**config.mk**
```make
export PLATFORM = sky130hd
export DESIGN_NAME = irq_ctrl
export DESIGN_NICKNAME = d
export VERILOG_FILES = /design/src/rtl/irq_pkg.sv /design/src/rtl/irq_prio_enc.sv /design/src/rtl/irq_ctrl.sv
export SDC_FILE = /design/constraint.sdc
export NUM_CORES = 1
export LEC_CHECK = 0
export BUFFER_PORTS_ARGS = -buffer_cell sky130_fd_sc_hd__buf_2
export CORE_ASPECT_RATIO = 0.7
export CORE_MARGIN = 5
export CORE_UTILIZATION = 54
export DETAILED_ROUTE_END_ITERATION = 12
export PLACE_DENSITY = 0.87
export SYNTH_ARGS = -nofsm -noshare
export SYNTH_HDL_FRONTEND = slang
export SYNTH_SLANG_ARGS = --single-unit
```
**constraint.sdc**
```tcl
create_clock -name clk -period 3.5 [get_ports clk]
set_clock_uncertainty 0.1 [all_clocks]
set_input_delay 0.7 -clock clk [delete_from_list [all_inputs] [get_ports clk]]
set_output_delay 0.7 -clock clk [all_outputs]
set_load 0.1 [all_outputs]
```
**src/rtl/irq_pkg.sv**
```systemverilog
// ---------------------------------------------------------------------------
// irq_pkg
// Shared definitions for the interrupt controller:
//   irq_state_t      - request/service FSM state encoding (IDLE, REQ, SERVICE)
//   NUM_SRC_DEFAULT  - default number of interrupt source lines
// ---------------------------------------------------------------------------
package irq_pkg;

    typedef enum logic [1:0] {
        IDLE    = 2'd0,
        REQ     = 2'd1,
        SERVICE = 2'd2
    } irq_state_t;

    localparam int NUM_SRC_DEFAULT = 8;

endpackage

```
**src/rtl/irq_prio_enc.sv**
```systemverilog
// ---------------------------------------------------------------------------
// irq_prio_enc
// Fixed-priority encoder: reports the lowest set bit of the input vector,
// so index 0 has the highest priority.
// Ports:
//   i_vec    [NUM_SRC-1:0]  candidate request vector
//   o_index  [ID_W-1:0]     index of the lowest set bit (0 when none set)
//   o_valid                 at least one bit of i_vec is set
// ---------------------------------------------------------------------------
module irq_prio_enc #(
    parameter int NUM_SRC = 8,
    parameter int ID_W    = $clog2(NUM_SRC)
) (
    input  logic [NUM_SRC-1:0] i_vec,
    output logic [ID_W-1:0]    o_index,
    output logic               o_valid
);

    // Scan from the top down so the last hit, the lowest index, wins.
    always_comb begin
        o_index = '0;
        o_valid = 1'b0;
        for (int i = NUM_SRC - 1; i >= 0; i--) begin
            if (i_vec[i]) begin
                o_index = ID_W'(i);
                o_valid = 1'b1;
            end
        end
    end

endmodule

```
**src/rtl/irq_ctrl.sv**
```systemverilog
// ---------------------------------------------------------------------------
// irq_ctrl
// Edge-triggered interrupt controller with an enable mask, per-source pending
// bits and a three-state request/claim/complete handshake to the core.
//
// Ports:
//   clk        single clock, rising edge
//   reset      asynchronous, active-high reset
//   src        [NUM_SRC-1:0] peripheral level inputs; a rising edge requests
//   en_we      enable-mask write strobe
//   en_wdata   [NUM_SRC-1:0] enable-mask write data
//   en_mask    [NUM_SRC-1:0] current enable mask
//   pending    [NUM_SRC-1:0] current pending bits
//   interrupt  registered request to the core / halt unit (1 only in REQ)
//   irq_id     [ID_W-1:0] index of the source requested or being serviced
//   irq_ack    core claims the current request (honoured only in REQ)
//   irq_done   core finished the handler (honoured only in SERVICE)
//
// Build option:
//   IRQ_SYNC_EN  when defined, each source passes through a two-flop
//                synchronizer ahead of the sampling flop (+2 cycles latency).
// ---------------------------------------------------------------------------
module irq_ctrl
    import irq_pkg::*;
#(
    parameter int NUM_SRC = NUM_SRC_DEFAULT,
    parameter int ID_W    = $clog2(NUM_SRC)
) (
    input  logic               clk,
    input  logic               reset,
    input  logic [NUM_SRC-1:0] src,
    input  logic               en_we,
    input  logic [NUM_SRC-1:0] en_wdata,
    output logic [NUM_SRC-1:0] en_mask,
    output logic [NUM_SRC-1:0] pending,
    output logic               interrupt,
    output logic [ID_W-1:0]    irq_id,
    input  logic               irq_ack,
    input  logic               irq_done
);

    logic [NUM_SRC-1:0] r_samp;
    logic [NUM_SRC-1:0] r_prev;
    logic [NUM_SRC-1:0] r_pending;
    logic [NUM_SRC-1:0] r_en_mask;
    irq_state_t         r_state;
    logic               r_interrupt;
    logic [ID_W-1:0]    r_irq_id;

    logic [NUM_SRC-1:0] w_src_in;
    logic [NUM_SRC-1:0] w_edge;
    logic [NUM_SRC-1:0] w_active;
    logic [NUM_SRC-1:0] w_clr;
    logic [ID_W-1:0]    w_idx;
    logic               w_valid;
    logic               w_ack_req;
    logic               w_withdraw;

`ifdef IRQ_SYNC_EN
    logic [NUM_SRC-1:0] r_sync1;
    logic [NUM_SRC-1:0] r_sync2;

    always_ff @(posedge clk or posedge reset) begin
        if (reset) begin
            r_sync1 <= '0;
            r_sync2 <= '0;
        end else begin
            r_sync1 <= src;
            r_sync2 <= r_sync1;
        end
    end

    assign w_src_in = r_sync2;
`else
    assign w_src_in = src;
`endif

    // Sampling flop plus history flop. History clears on reset, so a source
    // held high through reset reads as a fresh edge once released.
    always_ff @(posedge clk or posedge reset) begin
        if (reset) begin
            r_samp <= '0;
            r_prev <= '0;
        end else begin
            r_samp <= w_src_in;
            r_prev <= r_samp;
        end
    end

    assign w_edge   = r_samp & ~r_prev;
    assign w_active = r_pending & r_en_mask;

    irq_prio_enc #(
        .NUM_SRC (NUM_SRC),
        .ID_W    (ID_W)
    ) u_prio (
        .i_vec   (w_active),
        .o_index (w_idx),
        .o_valid (w_valid)
    );

    // A claim takes effect only while a request is being presented. If the
    // core claims on the same edge the mask drops, the claim still wins:
    // interrupt was high when the core decided to take it.
    assign w_ack_req  = (r_state == REQ) && irq_ack;
    assign w_withdraw = (r_state == REQ) && !irq_ack && !r_en_mask[r_irq_id];

    always_comb begin
        w_clr = '0;
        if (w_ack_req) begin
            w_clr[r_irq_id] = 1'b1;
        end
    end

    // Clear is applied before set so a new edge on the claimed source
    // survives the claim.
    always_ff @(posedge clk or posedge reset) begin
        if (reset) begin
            r_pending <= '0;
        end else begin
            r_pending <= (r_pending & ~w_clr) | w_edge;
        end
    end

    always_ff @(posedge clk or posedge reset) begin
        if (reset) begin
            r_en_mask <= '0;
        end else if (en_we) begin
            r_en_mask <= en_wdata;
        end
    end

    // Request FSM; interrupt is registered alongside the state so it is
    // high for exactly the REQ cycles and never glitches.
    always_ff @(posedge clk or posedge reset) begin
        if (reset) begin
            r_state     <= IDLE;
            r_interrupt <= 1'b0;
            r_irq_id    <= '0;
        end else begin
            case (r_state)
                IDLE: begin
                    if (w_valid) begin
                        r_state     <= REQ;
                        r_interrupt <= 1'b1;
                        r_irq_id    <= w_idx;
                    end
                end
                REQ: begin
                    if (w_ack_req) begin
                        r_state     <= SERVICE;
                        r_interrupt <= 1'b0;
                    end else if (w_withdraw) begin
                        r_state     <= IDLE;
                        r_interrupt <= 1'b0;
                    end
                end
                SERVICE: begin
                    if (irq_done) begin
                        r_state <= IDLE;
                    end
                    r_interrupt <= 1'b0;
                end
                default: begin
                    r_state     <= IDLE;
                    r_interrupt <= 1'b0;
                end
            endcase
        end
    end

    assign en_mask   = r_en_mask;
    assign pending   = r_pending;
    assign interrupt = r_interrupt;
    assign irq_id    = r_irq_id;

endmodule

```
==> flow_metrics.env <==
export IMPL_outcome="finished, final reports clean"
export IMPL_dieArea_sq_um=3960
export IMPL_worstSetupEndpoint="irq_id[1]"
export IMPL_critPathCaptureType="primary output"
export IMPL_synthesis_instances=118
export IMPL_timing_critical_path_depth=1
export IMPL_share_clk_of_total_power_pct=24.1
export IMPL_post_synth_main_area_contributors="dfrtp_1 63%, mux2_2 6.0%, o21ai_1 3.0%, inv_1 3.0%, mux2i_1 2.7%"
export IMPL_drt_iter0_markers=43
export IMPL_setup_tns_ns=0
export IMPL_timing_critical_path_max_delay_family="flip-flops"
export IMPL_residual_overflow_from_global_routing=0
export IMPL_drc=0
export IMPL_first_global_vias=1120
export IMPL_synth_seq_area_share_pct=63.2
export IMPL_reg2reg_setup_slack_ns=1.97
export IMPL_cp_required_ns=2.70
export IMPL_h_tree_depth=2
export IMPL_finish_net_count=185
export IMPL_synth_top_area_cell="dfrtp_1"
export IMPL_worstReg2RegEnd="irq_id[0]$_DFFE_PP0P_"
export IMPL_r2r_start="pending[1]$_DFF_PP0_"
export IMPL_clock_path_buffers=2
export IMPL_r2r_cells=4
export IMPL_post_route_cells_drive_above_1_share_pct=41.2
export IMPL_stage_delay_of_the_slowest_cell_on_the_critical_path_ns=0.52
export IMPL_crit_path_cell_chain="buf_2"
export IMPL_synth_seq_cells=38
export IMPL_crit_fanout=9
export IMPL_buf_inv_on_cp=1
export IMPL_cts_inserted_buffers=5
export IMPL_vias_per_cell=5.34
export IMPL_syn_num_nets=139
export IMPL_tightestPinTransition_ns=0.495
export IMPL_start_util_pct=55.2
export IMPL_slew_violations=0
export IMPL_tritoncts_num_sinks=38
export IMPL_synth_warnings=0
export IMPL_drt_pass1_iterations=4
export IMPL_grt_pass1_wl_mm=5.24
export IMPL_setup_violations_final=0
export IMPL_grt_total_usage_pct=17.6
export IMPL_routed_wirelength_mm=3.05
export IMPL_layout_cells_most_common="buf_2"
export IMPL_powerDensity_nw_per_um2=990
export IMPL_area_growth_synth_to_final_pct=25.2
export IMPL_cell_at_the_root_of_the_clock_tree="clkbuf_8"
export IMPL_antenna_left=0
export IMPL_final_cell_mix="40 x buf_2, 38 x dfrtp_1, 12 x inv_1"
export IMPL_slowest_stage="dfrtp_1"
export IMPL_power_net_switching_uw=864
export IMPL_leakage_nw=0.873
export IMPL_vias=1074
export IMPL_syn_mean_instance_area_sq_um=12.7
export IMPL_antenna_diodes=0
export IMPL_post_cts_hold_buffer_count=0
export IMPL_cp_data_arrival_time_ns=1.30
export IMPL_route_detailed_wl_per_inst_um=15.2
export IMPL_dpl_hpwl_mm=2.24
export IMPL_cts_repair_resize_count=0
export IMPL_final_period_minus_worst_setup_slack_ns=2.10
export IMPL_grt_antenna_before_repair=0
export IMPL_p_sw_share_pct=46.3
export IMPL_max_cap_violations=0
export IMPL_max_freq_mhz=476
export IMPL_final_cycle_share_pct=60.1
export IMPL_p_comb_share_pct=42.1
export IMPL_synth_distinct_cells=29
export IMPL_worst_slew_margin_rel_pct=67.3
export IMPL_floorplan_die_height_um=54.2
export IMPL_core_region_area_sq_um=2720
export IMPL_gp_congestion=0.878
export IMPL_floorplan_io_pins=41
export IMPL_portBuffers=40
export IMPL_dieWidth_um=73.1
export IMPL_post_synth_instance_area_sq_um=1500
export IMPL_worstHoldPathType="reg -> reg"
export IMPL_rsz0062_at_grt="false"
export IMPL_holdWs_ns=0.275
export IMPL_skew_pair_late_insertion_delay_ns=0.28
export IMPL_report_final_hold_viol_count=0
export IMPL_cellInternalPower_mw=1.00
export IMPL_fillers=224
export IMPL_postCtsSetupRepairBufs=0
export IMPL_critPathLaunchType="flip-flop"
export IMPL_path_class="reg -> out"
export IMPL_number_of_standard_cell_rows_in_the_floorplan=16
export IMPL_grt_start_max_net_pins=39
export IMPL_sequentialPowerShare_pct=33.8
export IMPL_ir_drop_worst_case_vdd_v=0.000572
export IMPL_yosysTopAreaCellShare_pct=63.2
export IMPL_cts_tree="yes"
export IMPL_clkTransAtPathRegs_ns=0.08
export IMPL_critPathLaunch="irq_id[1]$_DFFE_PP0P_"
==> worst min path at each step <==
stage,slack [ns],cells after the start,to,startpoint
finish,0.28,0,r_prev[2]$_DFF_PP0_,r_samp[2]$_DFF_PP0_
global placement,0.26,0,r_prev[1]$_DFF_PP0_,r_samp[1]$_DFF_PP0_
floorplan,0.25,0,r_prev[0]$_DFF_PP0_,r_samp[0]$_DFF_PP0_
CTS,0.28,0,r_prev[2]$_DFF_PP0_,r_samp[2]$_DFF_PP0_
detailed placement,0.26,0,r_prev[2]$_DFF_PP0_,r_samp[2]$_DFF_PP0_
global route,0.29,0,r_prev[4]$_DFF_PP0_,r_samp[4]$_DFF_PP0_
==> layout make-up <==
class,instances,area [sq um],area share [%]
Sequential cell,38,951,50.5
Multi-Input combinational cell,66,492,26.1
Clock inverter,2,60.1,3.19
Inverter,12,45.0,2.39
Clock buffer,6,82.6,4.39
Timing Repair Buffer,41,208,11.0
Tap cell,36,45.0,2.39
==> registers in the layout (all words and copies together), names as in the netlist <==
name,count
pending,8
r_prev,8
interrupt,1
r_samp,8
en_mask,8
irq_id,3
r_state,2
==> through the flow <==
step	power [mW]	util [%]	setup slack, ns	cell area (sq um)	instances
final	1.86	69.2	1.40	1880	201
after global routing	1.94	69.2	1.35	1880	201
after CTS	1.87	69.2	1.40	1880	201
after detailed placement	1.42	63.9	1.72	1740	193
after global placement	1.40	63.9	1.73	1740	193
after floorplan	1.29	-	1.56	1500	118
==> logic make-up (layout without fill, tap and decap cells) <==
family,count (synthesis),count (layout),synth area share (%)
AND/OR/NAND/NOR,19,19,6.74
buffers and inverters,14,61,4.08
flip-flops,38,38,63.2
AO/OA/AOI/OAI,34,34,16.3
multiplexers,13,13,9.65
==> metal layers <==
metal | share of wire, % | track usage (%) | vias to the layer above
met5 | 0 | 0 | -
met4 | 0.33 | 2.76 | 0
met3 | 8.6 | 6.90 | 3
met2 | 45 | 28.2 | 41
met1 | 46 | 23.2 | 529
li1 | - | - | 501
==> Yosys cell counts <==
cell type / number
mux2i_1: 4
mux2_4: 1
inv_1: 12
a32oi_1: 2
mux2_2: 8
o21ai_1: 9
buf_2: 1
o32ai_1: 2
a21oi_1: 4
buf_6: 1
nor2_2: 1
nand2_2: 2
and2_1: 1
nor3b_1: 1
a221o_1: 1
o21ai_4: 1
o21ai_0: 7
dfrtp_1: 38
nand3b_1: 1
o31ai_1: 1
o211ai_2: 1
o22ai_1: 1
nand2_1: 8
o31ai_2: 1
or2_4: 1
a22oi_1: 1
nand2b_1: 3
a22oi_2: 3
nor2_1: 1
==> power by group through the flow <==
stage / clock network, mW / logic, mW / registers [mW]
2_1_floorplan: 0 / 0.253 / 1.03
3_3_place_gp: 0 / 0.775 / 0.625
3_5_place_dp: 0 / 0.785 / 0.633
4_1_cts: 0.453 / 0.790 / 0.626
5_1_grt: 0.476 / 0.828 / 0.641
6_report: 0.449 / 0.786 / 0.630
Note: power is estimated with default switching activity, not from simulation.
